<file path="src/rtl/store_sequencer_if.sv">
// Store-sequencer handshake bundle: request side from store-issue logic,
// write-beat side toward DMEM/IO, plus the done/err completion pulses.
interface store_sequencer_if;
  logic        req_valid;
  logic        req_ready;
  logic [31:0] req_addr;
  logic [31:0] req_data;
  logic [1:0]  req_size;
  logic        mem_valid;
  logic        mem_ready;
  logic [31:0] mem_addr;
  logic [31:0] mem_wdata;
  logic [3:0]  mem_wen;
  logic        done;
  logic        err;

  modport master (
    output req_valid, req_addr, req_data, req_size, mem_ready,
    input  req_ready, mem_valid, mem_addr, mem_wdata, mem_wen, done, err
  );

  modport slave (
    input  req_valid, req_addr, req_data, req_size, mem_ready,
    output req_ready, mem_valid, mem_addr, mem_wdata, mem_wen, done, err
  );
endinterface

</file>
<file path="src/rtl/store_sequencer.sv">
// Sequences sb/sh/sw stores onto a word-wide write port: lane alignment,
// byte-enable generation and splitting of word-crossing stores into two beats.
module store_sequencer #(
  parameter bit ALLOW_SPLIT = 1'b1
) (
  input  logic            clk,
  input  logic            rst_n,
  store_sequencer_if.slave bus
);

  typedef enum logic [1:0] {
    IDLE  = 2'b00,
    BEAT0 = 2'b01,
    BEAT1 = 2'b10
  } state_t;

  function automatic logic [3:0] size_mask(input logic [1:0] sz);
    logic [3:0] m;
    case (sz)
      2'b00:   m = 4'b0001;
      2'b01:   m = 4'b0011;
      2'b10:   m = 4'b1111;
      default: m = 4'b0000;
    endcase
    return m;
  endfunction

  function automatic logic [31:0] lane_data(input logic [31:0] d, input logic [3:0] m);
    logic [31:0] r;
    r = 32'h0000_0000;
    for (int i = 0; i < 4; i++) begin
      if (m[i]) begin
        r[8*i +: 8] = d[8*i +: 8];
      end else begin
        r[8*i +: 8] = 8'h00;
      end
    end
    return r;
  endfunction

  state_t      state_q,     state_d;
  logic        mem_valid_q, mem_valid_d;
  logic [31:0] mem_addr_q,  mem_addr_d;
  logic [31:0] mem_wdata_q, mem_wdata_d;
  logic [3:0]  mem_wen_q,   mem_wen_d;
  logic [31:0] hi_wdata_q,  hi_wdata_d;
  logic [3:0]  hi_wen_q,    hi_wen_d;
  logic        done_q,      done_d;
  logic        err_q,       err_d;

  logic [3:0]  mask_s;
  logic [7:0]  lanes8_s;
  logic [63:0] data64_s;
  logic        need2_s;
  logic        reject_s;
  logic        accept_s;
  logic        beat_hs_s;

  assign bus.req_ready = (state_q == IDLE);
  assign bus.mem_valid = mem_valid_q;
  assign bus.mem_addr  = mem_addr_q;
  assign bus.mem_wdata = mem_wdata_q;
  assign bus.mem_wen   = mem_wen_q;
  assign bus.done      = done_q;
  assign bus.err       = err_q;

  // Request decode, next-state and next-output computation
  always_comb begin
    state_d     = state_q;
    mem_valid_d = mem_valid_q;
    mem_addr_d  = mem_addr_q;
    mem_wdata_d = mem_wdata_q;
    mem_wen_d   = mem_wen_q;
    hi_wdata_d  = hi_wdata_q;
    hi_wen_d    = hi_wen_q;
    done_d      = 1'b0;
    err_d       = 1'b0;

    mask_s    = size_mask(bus.req_size);
    lanes8_s  = {4'b0000, mask_s} << bus.req_addr[1:0];
    data64_s  = {32'h0000_0000, lane_data(bus.req_data, mask_s)} << {bus.req_addr[1:0], 3'b000};
    need2_s   = |lanes8_s[7:4];
    reject_s  = (bus.req_size == 2'b11) || (need2_s && !ALLOW_SPLIT);
    accept_s  = bus.req_valid && (state_q == IDLE);
    beat_hs_s = mem_valid_q && bus.mem_ready;

    case (state_q)
      IDLE: begin
        if (accept_s && reject_s) begin
          err_d = 1'b1;
        end else if (accept_s) begin
          state_d     = BEAT0;
          mem_valid_d = 1'b1;
          mem_addr_d  = {bus.req_addr[31:2], 2'b00};
          mem_wen_d   = lanes8_s[3:0];
          mem_wdata_d = data64_s[31:0];
          hi_wen_d    = lanes8_s[7:4];
          hi_wdata_d  = data64_s[63:32];
        end else begin
          state_d = IDLE;
        end
      end
      BEAT0: begin
        // A non-zero upper lane set means the store crossed into the next word
        if (beat_hs_s && (hi_wen_q != 4'b0000)) begin
          state_d     = BEAT1;
          mem_addr_d  = mem_addr_q + 32'd4;
          mem_wen_d   = hi_wen_q;
          mem_wdata_d = hi_wdata_q;
        end else if (beat_hs_s) begin
          state_d     = IDLE;
          mem_valid_d = 1'b0;
          mem_addr_d  = 32'h0000_0000;
          mem_wen_d   = 4'b0000;
          mem_wdata_d = 32'h0000_0000;
          done_d      = 1'b1;
        end else begin
          state_d = BEAT0;
        end
      end
      BEAT1: begin
        if (beat_hs_s) begin
          state_d     = IDLE;
          mem_valid_d = 1'b0;
          mem_addr_d  = 32'h0000_0000;
          mem_wen_d   = 4'b0000;
          mem_wdata_d = 32'h0000_0000;
          done_d      = 1'b1;
        end else begin
          state_d = BEAT1;
        end
      end
      default: begin
        state_d     = IDLE;
        mem_valid_d = 1'b0;
        mem_addr_d  = 32'h0000_0000;
        mem_wen_d   = 4'b0000;
        mem_wdata_d = 32'h0000_0000;
      end
    endcase
  end

  // State and registered-output flops; reset drops any in-flight store
  always_ff @(posedge clk or negedge rst_n) begin
    if (!rst_n) begin
      state_q     <= IDLE;
      mem_valid_q <= 1'b0;
      mem_addr_q  <= 32'h0000_0000;
      mem_wdata_q <= 32'h0000_0000;
      mem_wen_q   <= 4'b0000;
      hi_wdata_q  <= 32'h0000_0000;
      hi_wen_q    <= 4'b0000;
      done_q      <= 1'b0;
      err_q       <= 1'b0;
    end else begin
      state_q     <= state_d;
      mem_valid_q <= mem_valid_d;
      mem_addr_q  <= mem_addr_d;
      mem_wdata_q <= mem_wdata_d;
      mem_wen_q   <= mem_wen_d;
      hi_wdata_q  <= hi_wdata_d;
      hi_wen_q    <= hi_wen_d;
      done_q      <= done_d;
      err_q       <= err_d;
    end
  end

endmodule

</file>
<file path="src/flat_wrapper.sv">
// flat-port wrapper written by rule: the top's interface ports become plain ports
module store_sequencer_flat 
#(
  parameter bit ALLOW_SPLIT = 1'b1
)
  (clk, rst_n, bus_req_valid, bus_req_addr, bus_req_data, bus_req_size, bus_mem_ready, bus_req_ready, bus_mem_valid, bus_mem_addr, bus_mem_wdata, bus_mem_wen, bus_done, bus_err);
  store_sequencer_if bus_i ();
  input  logic clk;
  input  logic rst_n;
  input wire logic [$bits(bus_i.req_valid)-1:0] bus_req_valid;
  input wire logic [$bits(bus_i.req_addr)-1:0] bus_req_addr;
  input wire logic [$bits(bus_i.req_data)-1:0] bus_req_data;
  input wire logic [$bits(bus_i.req_size)-1:0] bus_req_size;
  input wire logic [$bits(bus_i.mem_ready)-1:0] bus_mem_ready;
  output wire logic [$bits(bus_i.req_ready)-1:0] bus_req_ready;
  output wire logic [$bits(bus_i.mem_valid)-1:0] bus_mem_valid;
  output wire logic [$bits(bus_i.mem_addr)-1:0] bus_mem_addr;
  output wire logic [$bits(bus_i.mem_wdata)-1:0] bus_mem_wdata;
  output wire logic [$bits(bus_i.mem_wen)-1:0] bus_mem_wen;
  output wire logic [$bits(bus_i.done)-1:0] bus_done;
  output wire logic [$bits(bus_i.err)-1:0] bus_err;
  assign bus_i.req_valid = bus_req_valid;
  assign bus_i.req_addr = bus_req_addr;
  assign bus_i.req_data = bus_req_data;
  assign bus_i.req_size = bus_req_size;
  assign bus_i.mem_ready = bus_mem_ready;
  assign bus_req_ready = bus_i.req_ready;
  assign bus_mem_valid = bus_i.mem_valid;
  assign bus_mem_addr = bus_i.mem_addr;
  assign bus_mem_wdata = bus_i.mem_wdata;
  assign bus_mem_wen = bus_i.mem_wen;
  assign bus_done = bus_i.done;
  assign bus_err = bus_i.err;
  store_sequencer #(.ALLOW_SPLIT(ALLOW_SPLIT)) u_core (.clk(clk), .rst_n(rst_n), .bus(bus_i));
endmodule
</file>
<file path="config.mk">
export PLATFORM = sky130hd
export DESIGN_NAME = store_sequencer_flat
export DESIGN_NICKNAME = d
export VERILOG_FILES = /design/src/rtl/store_sequencer_if.sv /design/src/rtl/store_sequencer.sv /design/src/flat_wrapper.sv
export SDC_FILE = /design/constraint.sdc
export NUM_CORES = 1
export LEC_CHECK = 0
export CAP_MARGIN = 40
export CORE_MARGIN = 1
export CORE_UTILIZATION = 35
export DETAILED_ROUTE_END_ITERATION = 16
export HOLD_SLACK_MARGIN = 0.06
export PLACE_DENSITY = 0.6
export SLEW_MARGIN = 20
export SYNTH_ARGS = -nofsm -noshare
export SYNTH_HDL_FRONTEND = slang
export SYNTH_SLANG_ARGS = --single-unit
</file>
<file path="constraint.sdc">
create_clock -name clk -period 2.6 [get_ports clk]
set_input_delay 0.78 -clock clk [delete_from_list [all_inputs] [get_ports clk]]
set_output_delay 0.78 -clock clk [all_outputs]
set_load 0.01 [all_outputs]
</file>
==> results of run 1 <==
timing repair:
item,4_1_cts,5_1_grt
buffers inserted,0,0
setup endpoints to repair,0,12
resized for setup,0,3
per-layer routing:
| metal | part of all wire | vias up | routed length [um] | GRT usage |
|---|---|---|---|---|
| met5 | 0 | - | 0 | 0 |
| met2 | 0.45 | 267 | 9570 | 0.378 |
| met4 | 0.022 | 0 | 467 | 0.0911 |
| li1 | - | 2875 | - | - |
| met1 | 0.47 | 3076 | 10200 | 0.360 |
| met3 | 0.058 | 36 | 1250 | 0.0359 |
flip-flops by register name, indices dropped and copies added (netlist names):
signal / flops
u_core.bus.err: 1
u_core.bus.mem_wdata: 32
u_core.bus.done: 1
u_core.bus.mem_addr: 32
u_core.hi_wen_q: 3
u_core.bus.mem_valid: 1
u_core.bus.mem_wen: 4
u_core.state_q: 2
u_core.hi_wdata_q: 24
worst paths after layout:
path,from,to,slack [ns],cells after the start
min in group clk,u_core.bus.mem_wdata[2],u_core.bus.mem_wdata[2],0.48,2
max in group asynchronous,rst_n,u_core.bus.mem_wdata[8],1.68,2
setup / recovery,bus_req_size[0],u_core.bus.mem_addr[30],0.13,9
hold / removal,rst_n,u_core.bus.mem_addr[15],0.47,2
setup reg to reg,u_core.bus.mem_addr[3],u_core.bus.mem_addr[22],0.22,7
hold reg to reg,u_core.bus.mem_wdata[2],u_core.bus.mem_wdata[2],0.48,2
report_power, final:
part	internal (mW)	switching (mW)	total (mW)
combinational	1.93	2.05	3.99
sequential	2.06	0.569	2.63
clock	0.777	0.623	1.40
total	4.77	3.24	8.02
cells by family (layout without fill, tap and decap cells):
kind of cell,Yosys count,in the layout,share of synthesized area
compound gates,248,248,0.280
xor+xnor,5,5,0.00747
fa+ha+maj,8,8,0.0171
buf+inv,61,244,0.0414
flops,100,100,0.427
mux,14,14,0.0256
simple gates,243,243,0.201
area by class of cell:
cell class	instances	area share
Multi-Input combinational cell	518	0.376
Clock inverter	5	0.00720
Clock buffer	11	0.0291
Timing Repair Buffer	216	0.250
Tap cell	216	0.0324
Inverter	12	0.00540
Sequential cell	100	0.300
cells in the final DEF (no fill, tap or decap), types with 5 or more instances in the layout:
cell | netlist | routed
clkdlybuf4s50_1 | 0 | 140
nand2_1 | 116 | 115
dfrtp_1 | 100 | 100
o21ai_0 | 79 | 79
buf_4 | 0 | 67
a22oi_1 | 42 | 42
a21oi_1 | 35 | 35
nor2_1 | 30 | 28
a22o_1 | 22 | 22
nand3_1 | 22 | 22
a2bb2oi_1 | 12 | 12
nor2b_1 | 13 | 12
nor3_1 | 11 | 11
inv_1 | 10 | 10
nand4_1 | 9 | 9
clkbuf_16 | 0 | 9
buf_12 | 0 | 9
o22ai_1 | 8 | 8
mux2_2 | 8 | 8
ha_1 | 8 | 8
nor3b_1 | 7 | 7
and3_1 | 7 | 7
nor4_1 | 7 | 7
a21o_1 | 7 | 7
mux2i_1 | 6 | 6
a211oi_1 | 5 | 5
a31oi_1 | 5 | 5
critical path, cell delays in order:
cell and delay, ns:
clkdlybuf4s50_1 0.45, ha_1 0.28, nand2b_1 0.23, buf_4 0.21
a21o_1 0.22, buf_4 0.18, a21oi_1 0.14, a21oi_1 0.06
a211oi_1 0.18
stage by stage:
| step | setup WS, ns | instance area, sq um | util |
|---|---|---|---|
| finish | 0.128 | 8340 | 0.518 |
| global route | 0.0242 | 8340 | 0.518 |
| CTS | 0.0370 | 8330 | 0.517 |
| detailed placement | -0.334 | 8030 | 0.498 |
| global placement | -0.259 | 8030 | 0.498 |
| floorplan | 0.154 | 5860 | - |
==> flow_summary.ini, run 1 <==
[timing]
fin_skew_ns = 0.00694
hold_viol = 0
fin_setup_tns_ns = 0
max_slew_margin = 0.456
whs_ns = 0.465
min_period_over_period = 0.951
rsz0062_at_grt = false
setup_viol = 0
period_minus_slack_ns = 2.47
final-max-slew-violation-count = 0
max_freq_ghz = 0.405
worst_pin_slew_ns = 0.814

[die]
ios = 142
start_util = 0.364
chipWidth_um = 131
rows = 46
die_y_um = 131
die-area_sq_mm = 0.0173
core_sq_mm = 0.0161

[cells_and_area]
regArea_sq_mm = 0.00250
final_cells = 1078
area_delta_synth_final_pct = 42.3
layout-drive-gt1-share = 0.135
nFillCells = 1522
multi_input_area_sq_mm = 0.00314
n_antenna_cell = 0
final_net_count = 935

[pwr]
p_leak_nw = 3.44
power_mw = 8.02
ir_worst_vdd_mv = 0.473
p_per_area_mw_per_mm2 = 961

[global_route]
overflow = 0
grt_max_degree = 101
track_usage = 0.250
grt_first_pass_wirelength_mm = 34.0
antenna_found_initial = 0
grt_pass1_vias = 6090

[logic_synthesis]
synth_area_sq_mm = 0.00586
avgSynthCellArea_sq_um = 8.63
yosysUniqueCellTypes = 62
synth-main-ff-cell = dfrtp_1
synth_edf_count = 0
netlist.area_leader.share = 0.427
ys_top_cells_by_count = 116 x nand2_1, 100 x dfrtp_1, 79 x o21ai_0
netlist_top_cells_area = dfrtp_1 43%, nand2_1 7.4%, o21ai_0 6.7%
yosysTopAreaCell = dfrtp_1
netlist_instances = 679
async_flop_share = 1.00
synth.most_common_cell = nand2_1
ys_warn_count = 0
synth_nets = 757
synth_seq_area_share = 0.427
synth-seq-cells = 100

[clocking]
cts-root-buf = clkbuf_16
clkTransAtPathRegs_ns = 0.07
cts_tree = done
cts_buffers = 9
clk_latency_ns = 0.35
clock-sinks = 100
cts_buffer_depth = 2
h-tree-depth = 3
ctsHoldBuffers = 0

[setup_path]
cp_data_required_time_ns = 2.87
worstSetupPathType = in2reg
cp_max_fo = 10
endpoint_kind = flop
cp-start-kind = input port
cp.arrival_ns = 2.74

[placed_design]
dp.cells = 1062
io_buffers = 141
place_congestion = 0.896
dpl.hpwl_mm = 15.9

[job]
max_cap_viol_count = 0

[route]
num_vias = 6254
first_pass_iters = 5
wirelength_mm = 21.5
drtAntennaViolNets = 0
post_drt_via_cell_ratio = 5.80
drt_iter0_markers = 539
routedWlPerCell_um = 19.9
remaining_drc_errors = 0

[min_path]
hold_class = in2async

[run_status]
status = complete, no violations
Note: power is estimated with default switching activity, not from simulation.
==> inputs of run 2 (changes only) <==
--- a/config.mk
+++ b/config.mk
@@ -6,11 +6,13 @@
 export NUM_CORES = 1
 export LEC_CHECK = 0
 export CAP_MARGIN = 40
+export CELL_PAD_IN_SITES_DETAIL_PLACEMENT = 1
+export CELL_PAD_IN_SITES_GLOBAL_PLACEMENT = 1
 export CORE_MARGIN = 1
 export CORE_UTILIZATION = 35
 export DETAILED_ROUTE_END_ITERATION = 16
 export HOLD_SLACK_MARGIN = 0.06
-export PLACE_DENSITY = 0.6
+export PLACE_DENSITY = 0.77
 export SLEW_MARGIN = 20
 export SYNTH_ARGS = -nofsm -noshare
 export SYNTH_HDL_FRONTEND = slang
==> run 2 against run 1 <==
Net effect:
- clock-buffer cell count shrank 1
- setup slack got worse by 0.019 ns
- non-clock buffer count fell by 8
- fmax down 0.78%
- cell count is 0.74% lower
- first-iteration DRC count is 16% lower
- combinational power hardly changed
- power up 1.7%
- utilization about the same
- largest cell class unchanged
==> flow_summary.ini, run 2 (synthesis results as in run 1) <==
[global_route]
grt_max_degree = 42
grt_first_pass_wirelength_mm = 37.5
antenna_found_initial = 0
overflow = 0
grt_pass1_vias = 6627
track_usage = 0.277

[setup_path]
timing.rr.start = u_core.bus.mem_addr[3]
worstSetupPathType = reg2out
critPathBufInv = 2
endpoint_kind = output port
ff2ff_setup_slack_ns = 0.13
cp.arrival_ns = 1.71
worstReg2RegEnd = u_core.bus.mem_addr[24]
max_stage_delay_ns = 0.59
crit_chain = inv_1 > ha_1 > clkdlybuf4s50_1
slowest_stage = clkdlybuf4s50_1
crit_start = u_core.state_q[0]
cp-start-kind = flop
r2r_cells = 6
cp_data_required_time_ns = 1.82
cp_max_fo = 4
critPathTopFamily = buffers and inverters

[pwr]
pwr-share-comb = 0.492
p_per_area_mw_per_mm2 = 977
p_int_mw = 4.80
p_switching_mw = 3.36
ir_worst_vdd_mv = 0.397
pwr-share-seq = 0.328
netSwitchingFraction = 0.412
pwr-share-clk = 0.180
p_leak_nw = 3.41

[route]
routedWlPerCell_um = 22.2
num_vias = 6348
post_drt_via_cell_ratio = 5.93
wl_met2_mm = 11.4
drt-met1-wl_mm = 10.5
drt_iter0_markers = 454
wirelength_mm = 23.8
drtAntennaViolNets = 0
routed.top_layer = met4
remaining_drc_errors = 0
met3_length_mm = 1.35
first_pass_iters = 5

[die]
rows = 46
chipWidth_um = 131
start_util = 0.364
die_y_um = 131
die-area_sq_mm = 0.0173
ios = 142
core_sq_mm = 0.0161

[timing]
max_slew_margin = 0.374
max_freq_ghz = 0.401
fin_skew_ns = 0.00971
period_minus_slack_ns = 2.49
min_period_over_period = 0.958
fin_setup_tns_ns = 0
rsz0062_at_grt = false
final-max-slew-violation-count = 0
setup_viol = 0
hold_viol = 0
worst_pin_slew_ns = 0.936

[cells_and_area]
area_delta_synth_final_pct = 42.4
mostFrequentLayoutCells = 140 x clkdlybuf4s50_1, 116 x nand2_1, 100 x dfrtp_1, 79 x o21ai_0, 57 x buf_4
n_antenna_cell = 0
nFillCells = 1834
layout_commonest_cell = clkdlybuf4s50_1
final_cells = 1070
layout-drive-gt1-share = 0.130
final_net_count = 927

[clocking]
h-tree-depth = 3
clkTransAtPathRegs_ns = 0.07
ctsHoldBuffers = 0
cts-root-buf = clkbuf_16
cts_setup_buffers = 0
cts_buffer_depth = 2
cts-resized-gates = 0
clk_latency_ns = 0.36
cts_buffers = 9
cts_tree = done
clock-sinks = 100

[placed_design]
dpl.hpwl_mm = 17.7
io_buffers = 141
dp.cells = 1054
place_congestion = 0.883

[min_path]
hold_class = in2async

[run_status]
status = complete, no violations

[job]
max_cap_viol_count = 0
==> run 2: how the worst max path moves through the flow <==
stage	endpoint	slack, ns	cells after the start
5_1_grt	u_core.bus.mem_addr[12]	0.01	9
4_1_cts	u_core.bus.mem_wdata[19]	0.03	9
2_1_floorplan	u_core.bus.mem_addr[19]	0.15	7
3_5_place_dp	u_core.bus.mem_wdata[23]	-0.35	9
3_3_place_gp	u_core.bus.mem_wdata[11]	-0.20	8
6_report	bus_req_ready	0.11	3
==> run 2: per-stage QoR <==
stage	hold slack (ns)	power [mW]	setup slack, ns	utilization	instance area, sq um
floorplan	0.450	4.34	0.154	-	5860
global placement	0.466	6.47	-0.201	0.496	8000
detailed placement	0.475	6.64	-0.349	0.496	8000
CTS	0.355	8.14	0.0332	0.516	8310
global route	0.375	8.59	0.0145	0.518	8350
finish	0.348	8.15	0.109	0.518	8350
==> run 2: final cells by class <==
cell class,instances,area [sq um],share of cell area
Multi-Input combinational cell,518,3160,0.379
Inverter,12,45.0,0.00540
Tap cell,216,270,0.0324
Clock buffer,10,229,0.0274
Sequential cell,100,2500,0.300
Clock inverter,6,88.8,0.0106
Timing Repair Buffer,208,2050,0.246
==> run 2: layer usage <==
layer,up-vias,GRT usage
met5,-,0
met4,0,0.105
met3,43,0.0378
met2,251,0.456
met1,3199,0.369
li1,2855,-
==> run 2: power groups by stage <==
stage	sequential (mW)	combinational, mW	clock, mW
3_5_place_dp	2.67	3.97	0
3_3_place_gp	2.62	3.84	0
4_1_cts	2.65	4.00	1.49
2_1_floorplan	2.69	1.65	0
6_report	2.67	4.01	1.47
5_1_grt	2.74	4.31	1.54
